**config.mk**
```make
export PLATFORM = sky130hd
export DESIGN_NAME = fifo_sync_v2
export DESIGN_NICKNAME = d
export VERILOG_FILES = /design/src/rtl/fifo_pkg.sv /design/src/rtl/fifo_mem.sv /design/src/rtl/fifo_sync_v2.sv
export SDC_FILE = /design/constraint.sdc
export NUM_CORES = 1
export LEC_CHECK = 0
export BUFFER_PORTS_ARGS = -buffer_cell sky130_fd_sc_hd__buf_2
export CAP_MARGIN = 20
export CORE_AREA = 2 2 127 98
export DETAILED_ROUTE_END_ITERATION = 6
export DIE_AREA = 0 0 129 100
export PLACE_DENSITY = 0.73
export SETUP_SLACK_MARGIN = 0.5
export SYNTH_ARGS = -nofsm -noshare
export SYNTH_HDL_FRONTEND = slang
export SYNTH_SLANG_ARGS = --single-unit
```
**constraint.sdc**
```tcl
create_clock -name clk -period 3.3 [get_ports clk]
set_input_delay 0.33 -clock clk [delete_from_list [all_inputs] [get_ports clk]]
set_output_delay 0.33 -clock clk [all_outputs]
set_load 0.02 [all_outputs]
```
**src/rtl/fifo_pkg.sv**
```systemverilog
// Shared helpers and configuration checks for the synchronous FIFO family.
package fifo_pkg;

  // Smallest legal depth; a one-entry FIFO cannot tell full from almost-full.
  localparam int unsigned FIFO_MIN_DEPTH = 32'd2;

  // Width needed to hold an occupancy value of 0..depth inclusive.
  function automatic int cnt_width(input int depth);
    return $clog2(depth + 32'sd1);
  endfunction

  // Advance a pointer by one and wrap at depth-1; depth need not be a power of 2.
  function automatic int unsigned ptr_next(input int unsigned ptr, input int unsigned depth);
    int unsigned nxt;
    if (ptr == depth - 32'd1) begin
      nxt = 32'd0;
    end else begin
      nxt = ptr + 32'd1;
    end
    return nxt;
  endfunction

  // Depth and both almost thresholds must fall inside 1..depth-1.
  function automatic bit thresh_ok(input int depth, input int af, input int ae);
    return (depth >= int'(FIFO_MIN_DEPTH)) &&
           (af >= 32'sd1) && (af <= depth - 32'sd1) &&
           (ae >= 32'sd1) && (ae <= depth - 32'sd1);
  endfunction

endpackage

```
**src/rtl/fifo_mem.sv**
```systemverilog
// Storage array: one synchronous write port, one asynchronous read port.
module fifo_mem
  import fifo_pkg::*;
#(
  parameter int WIDTH = 16,
  parameter int DEPTH = 8,
  parameter int AW    = 3
) (
  input  logic             clk,
  input  logic             we,
  input  logic [AW-1:0]    waddr,
  input  logic [WIDTH-1:0] wdata,
  input  logic [AW-1:0]    raddr,
  output logic [WIDTH-1:0] rdata
);

  logic [WIDTH-1:0] mem_r [DEPTH];

  // Capture the write word; contents are deliberately left unreset.
  always_ff @(posedge clk) begin
    if (we) begin
      mem_r[waddr] <= wdata;
    end
  end

  // Pointers never exceed DEPTH-1, so the read index is always in range.
  assign rdata = mem_r[raddr];

endmodule

```
**src/rtl/fifo_sync_v2.sv**
```systemverilog
// Single-clock FIFO with arbitrary depth, almost flags, occupancy count,
// optional first-word-fall-through output, flush and sticky error flags.
module fifo_sync_v2
  import fifo_pkg::*;
#(
  parameter int FIFO_WIDTH = 16,
  parameter int FIFO_DEPTH = 8,
  parameter int AF_THRESH  = FIFO_DEPTH - 1,
  parameter int AE_THRESH  = 1,
  parameter bit FWFT       = 1'b0,
  parameter int CNT_W      = cnt_width(FIFO_DEPTH)
) (
  input  logic                  clk,
  input  logic                  rst_n,
  input  logic [FIFO_WIDTH-1:0] data_in,
  input  logic                  wr_en,
  input  logic                  rd_en,
  input  logic                  flush,
  input  logic                  err_clr,
  output logic [FIFO_WIDTH-1:0] data_out,
  output logic                  data_valid,
  output logic                  wr_ack,
  output logic                  overflow,
  output logic                  underflow,
  output logic                  full,
  output logic                  empty,
  output logic                  almostfull,
  output logic                  almostempty,
  output logic [CNT_W-1:0]      count,
  output logic                  ovf_sticky,
  output logic                  udf_sticky
);

  localparam int PTR_W  = $clog2(FIFO_DEPTH);
  localparam bit CFG_OK = thresh_ok(FIFO_DEPTH, AF_THRESH, AE_THRESH);

  generate
    if (!CFG_OK) begin : g_cfg_err
      $error("fifo_sync_v2: depth or almost thresholds out of range");
    end
  endgenerate

  logic [PTR_W-1:0]      wr_ptr_r, rd_ptr_r;
  logic [CNT_W-1:0]      count_r, count_nxt_s;
  logic                  wr_ack_r, overflow_r, underflow_r;
  logic                  ovf_sticky_r, udf_sticky_r;
  logic                  full_s, empty_s;
  logic                  wr_acc_s, rd_acc_s, ovf_evt_s, udf_evt_s;
  logic [FIFO_WIDTH-1:0] rd_data_s;

  // Occupancy flags decode straight from the registered count.
  assign full_s      = (count_r == CNT_W'(FIFO_DEPTH));
  assign empty_s     = (count_r == {CNT_W{1'b0}});
  assign full        = full_s;
  assign empty       = empty_s;
  assign almostfull  = (count_r >= CNT_W'(AF_THRESH)) && !full_s;
  assign almostempty = (count_r <= CNT_W'(AE_THRESH)) && !empty_s;
  assign count       = count_r;

  // Accept/reject decisions; flush masks both requests for the cycle.
  always_comb begin
    wr_acc_s  = 1'b0;
    rd_acc_s  = 1'b0;
    ovf_evt_s = 1'b0;
    udf_evt_s = 1'b0;
    if (flush) begin
      wr_acc_s  = 1'b0;
      rd_acc_s  = 1'b0;
    end else begin
      wr_acc_s  = wr_en && !full_s;
      rd_acc_s  = rd_en && !empty_s;
      ovf_evt_s = wr_en && full_s;
      udf_evt_s = rd_en && empty_s;
    end
  end

  // Up/down occupancy update from the accepted operations.
  always_comb begin
    count_nxt_s = count_r;
    case ({wr_acc_s, rd_acc_s})
      2'b10:   count_nxt_s = count_r + CNT_W'(1);
      2'b01:   count_nxt_s = count_r - CNT_W'(1);
      default: count_nxt_s = count_r;
    endcase
  end

  // Pointers, count and the one-cycle status pulses; flush zeroes them.
  always_ff @(posedge clk or negedge rst_n) begin
    if (!rst_n) begin
      wr_ptr_r    <= {PTR_W{1'b0}};
      rd_ptr_r    <= {PTR_W{1'b0}};
      count_r     <= {CNT_W{1'b0}};
      wr_ack_r    <= 1'b0;
      overflow_r  <= 1'b0;
      underflow_r <= 1'b0;
    end else if (flush) begin
      wr_ptr_r    <= {PTR_W{1'b0}};
      rd_ptr_r    <= {PTR_W{1'b0}};
      count_r     <= {CNT_W{1'b0}};
      wr_ack_r    <= 1'b0;
      overflow_r  <= 1'b0;
      underflow_r <= 1'b0;
    end else begin
      if (wr_acc_s) begin
        wr_ptr_r <= PTR_W'(ptr_next(int'(wr_ptr_r), FIFO_DEPTH));
      end
      if (rd_acc_s) begin
        rd_ptr_r <= PTR_W'(ptr_next(int'(rd_ptr_r), FIFO_DEPTH));
      end
      count_r     <= count_nxt_s;
      wr_ack_r    <= wr_acc_s;
      overflow_r  <= ovf_evt_s;
      underflow_r <= udf_evt_s;
    end
  end

  // Sticky error latches: a new event beats a simultaneous clear.
  always_ff @(posedge clk or negedge rst_n) begin
    if (!rst_n) begin
      ovf_sticky_r <= 1'b0;
      udf_sticky_r <= 1'b0;
    end else begin
      if (ovf_evt_s) begin
        ovf_sticky_r <= 1'b1;
      end else if (err_clr) begin
        ovf_sticky_r <= 1'b0;
      end
      if (udf_evt_s) begin
        udf_sticky_r <= 1'b1;
      end else if (err_clr) begin
        udf_sticky_r <= 1'b0;
      end
    end
  end

  assign wr_ack     = wr_ack_r;
  assign overflow   = overflow_r;
  assign underflow  = underflow_r;
  assign ovf_sticky = ovf_sticky_r;
  assign udf_sticky = udf_sticky_r;

  fifo_mem #(
    .WIDTH (FIFO_WIDTH),
    .DEPTH (FIFO_DEPTH),
    .AW    (PTR_W)
  ) u_mem (
    .clk   (clk),
    .we    (wr_acc_s),
    .waddr (wr_ptr_r),
    .wdata (data_in),
    .raddr (rd_ptr_r),
    .rdata (rd_data_s)
  );

  generate
    if (FWFT) begin : g_fwft
      // Head of queue is always presented; valid whenever anything is stored.
      assign data_out   = rd_data_s;
      assign data_valid = !empty_s;
    end else begin : g_regread
      logic [FIFO_WIDTH-1:0] data_out_r;
      logic                  data_valid_r;

      // Registered read: word lands one cycle after an accepted pop.
      always_ff @(posedge clk or negedge rst_n) begin
        if (!rst_n) begin
          data_out_r   <= {FIFO_WIDTH{1'b0}};
          data_valid_r <= 1'b0;
        end else if (flush) begin
          data_valid_r <= 1'b0;
        end else begin
          data_valid_r <= rd_acc_s;
          if (rd_acc_s) begin
            data_out_r <= rd_data_s;
          end
        end
      end

      assign data_out   = data_out_r;
      assign data_valid = data_valid_r;
    end
  endgenerate

endmodule

```
==> out/results.tsv <==
stage	metric	value	unit
run_status	status	finished, violations left	
run_status	failing checks	hold timing	
global_route	vias in the first global route	3238	
pwr	power density cells	764	nW/µm²
floorplanning	die area	12900	µm²
global_route	Remaining Overflow, GRT	0	
clock_tree	CTS tree	done	
finish	Storage cell area	4650	µm²
setup_path	startpoint types	flop	
setup_path	Crit. End Element	flop	
pwr	switch share	28.1	%
pwr	Max VDD drop	0.000509	V
global_route	All-Layer GR Usage	19.5	%
synth	cell area after synthesis	6290	µm²
finish	Area Growth Syn to Fin	17.6	%
pwr	Psw	1.59	mW
timing	Post-Route Setup TNS	0	ns
floorplanning	CORE AREA	11900	µm²
setup_path	crit path buf inv count	3	
setup_path	CP Max Fanout	16	
timing	worst setup margin	1.09	ns
floorplanning	IO Count	52	
drt	Residual DRC	0	
global_route	first-pass GRT wire length	17900	µm
pwr	Seq pwr share	44.9	%
finish	final core utilization	62.3	%
timing	RSZ-0062 raised after global routing	no	
global_route	pin count of the biggest net entering global routing	35	
timing	Fin. Hold Viols	4	
pwr	Clk pwr share	33.7	%
finish	fraction of layout cells with a size suffix above 1	33.0	%
setup_path	Crit path required time	3.40	ns
clock_tree	cts bufs inserted	17	
drt	drt wl/cell	19.2	µm
pwr	leakage power	2.61	nW
synth	Synth Area per Inst	18.4	µm²
synth	Syn Nets	370	
setup_path	crit-path cells	inv_1 > ha_1 > nand3b_2 > inv_1 > or3_1 > nor2_1 > buf_4	
finish	commonest non-fill, non-tap cells in the layout	edfxtp_1 (128), buf_2 (51), mux4_2 (32)	
setup_path	slowest stage delay, CP	0.47	ns
synth	Synth warnings	0	
place	Port Buf Inserts	51	
synth	Area contributors post-synth	edfxtp_1 (61%), dfrtp_1 (13%), mux4_2 (11%)	
setup_path	critical path class	reg -> reg	
drt	Post-Route WL	11300	µm
place	DP Worst Slack	1.12	ns
clock_tree	total setup buffers inserted after CTS	0	
place	RD Place Congestion	0.768	
timing	Rel. slew slack	46.8	%
timing	Final setup viols	0	
pwr	cell-internal power	4.06	mW
timing	fin. max-slew vios	0	
finish	filler cell count	855	
synth	Synth top area share	61.1	%
clock_tree	CTS H-tree lvls	4	
synth	post-synthesis sequential area ratio	73.9	%
drt	post-route ant nets	0	
floorplanning	num rows	35	
timing	WHS	-0.00538	ns
drt	Iteration-0 DRC Markers	281	
global_route	initial antenna violation count	0	
clock_tree	clk_lat worst skew	0.42	ns
min_path	Hold Crit Class	in -> async	
pwr	Comb power frac	21.3	%
synth	largest area contributor in the netlist	edfxtp_1	
synth	Distinct cells, synth	37	
finish	most common cell after layout, fill and taps aside	edfxtp_1	
drt	Via density	5.49	
finish	Net count, final	440	
finish	multi-input logic area	1550	µm²
floorplanning	Initial Util	53.0	%
setup_path	most frequent cell on the critical path	inv_1	
clock_tree	Max clock buf depth	2	
clock_tree	post-cts sizing count	0	
place	hpwl dp	6950	µm
pwr	total power	5.65	mW
finish	ANT cells	0	
clock_tree	clk slew on worst S/H paths	0.06	ns
setup_path	CP Data Arrival Time	2.30	ns
setup_path	Critical-path top delay cell	dfrtp_1	
clock_tree	clock sink count	160	
floorplanning	DIE WIDTH	129	µm
floorplanning	Die Y-Extent	100	µm
setup_path	CP delay by family, top	simple AND/OR/NAND/NOR gates	
clock_tree	hold buffers post-CTS	0	
drt	Pre-Repair DR Iteration Count	7	
timing	skew final	0.00760	ns
setup_path	r2r setup slk	1.09	ns
drt	via count of the routed design	3238	
timing	Slew @ Worst Pin	0.798	ns
timing	Max Freq	453	MHz
timing	fin crit share	66.8	%
timing	Period minus WS final	2.21	ns
synth	Seq cells post-synth	160	
job	# Max-Cap Violations	0	
synth	Synth Instances	341	
clock_tree	Root Buffer Master	clkbuf_16	
kinds of logic after synthesis:
logic type | count (synthesis) | share of synthesized area, %
adders and majority gates | 7 | 1.39
and+or+nand+nor | 67 | 5.16
DFF | 160 | 73.9
xor gates and xnor gates | 1 | 0.139
muxes | 49 | 14.2
AOI/OAI and AO/OA | 35 | 3.60
buffers and inverters | 22 | 1.65
Yosys cell counts:
cell type	count
edfxtp_1	128
dfrtp_1	32
mux4_2	32
nor2_1	32
a21oi_1	22
mux2i_1	17
nand2_1	10
clkbuf_1	7
ha_1	7
nor3_1	6
buf_2	5
inv_1	5
buf_4	4
nand3_1	4
nand2b_1	3
or3_1	3
a21o_1	2
nand2b_2	2
o31a_1	2
a211oi_1	1
a22o_1	1
a22oi_1	1
a31oi_1	1
a31oi_4	1
buf_1	1
nand3b_1	1
nand3b_2	1
nor3b_1	1
nor3b_2	1
nor4b_1	1
o2111a_1	1
o21ai_0	1
o31ai_1	1
o41ai_1	1
or2_2	1
or4_1	1
xnor2_1	1
power by group through the flow:
stage	clock, mW	combinational, mW	sequential (mW)
after floorplan	0	0.786	2.65
after global placement	0	1.19	2.57
after detailed placement	0	1.22	2.58
after CTS	1.95	1.22	2.54
after global routing	2.01	1.33	2.57
final	1.90	1.21	2.54
flip-flops by register name, indices dropped and copies added (netlist names):
signal / flops
udf_sticky: 1
rd_ptr_r: 3
ovf_sticky: 1
data_out: 16
u_mem.mem_r: 128
wr_ack: 1
overflow: 1
count: 4
underflow: 1
data_valid: 1
wr_ptr_r: 3
area by class of cell:
class / count / area share [%]
flip-flops and latches: 160 / 62.9
clock buffers: 22 / 6.42
well taps: 166 / 2.81
inverters: 5 / 0.254
repair buffers: 68 / 5.18
clock inverters: 10 / 1.49
multi-input cells: 159 / 21.0
final timing paths:
| check | start | end | depth (start not counted) |
|---|---|---|---|
| max | count[0]$_DFFE_PN0P_ | u_mem.mem_r[2][15]$_DFFE_PP_ | 7 |
| max reg2reg | count[0]$_DFFE_PN0P_ | u_mem.mem_r[2][15]$_DFFE_PP_ | 7 |
| max in group asynchronous | rst_n | rd_ptr_r[0]$_DFFE_PN0P_ | 1 |
| min | rst_n | overflow$_DFF_PN0_ | 1 |
| min in group clk | data_in[7] | u_mem.mem_r[0][7]$_DFFE_PP_ | 1 |
| min reg2reg | ovf_sticky$_DFFE_PN0P_ | ovf_sticky$_DFFE_PN0P_ | 1 |
through the flow:
step,std cells,cell area [µm²]
CTS,590,7390
floorplan,341,6300
detailed placement,558,6810
finish,590,7390
global placement,558,6810
global route,590,7390
per-layer routing:
metal	part of all wire, %	GRT usage [%]	vias up
met3	5.9	4.53	16
met1	44	27.0	1657
met4	1.5	8.61	0
met2	48	30.1	89
li1	-	-	1476
met5	0	0	-
No activity file was read; power rests on OpenSTA's default activity.
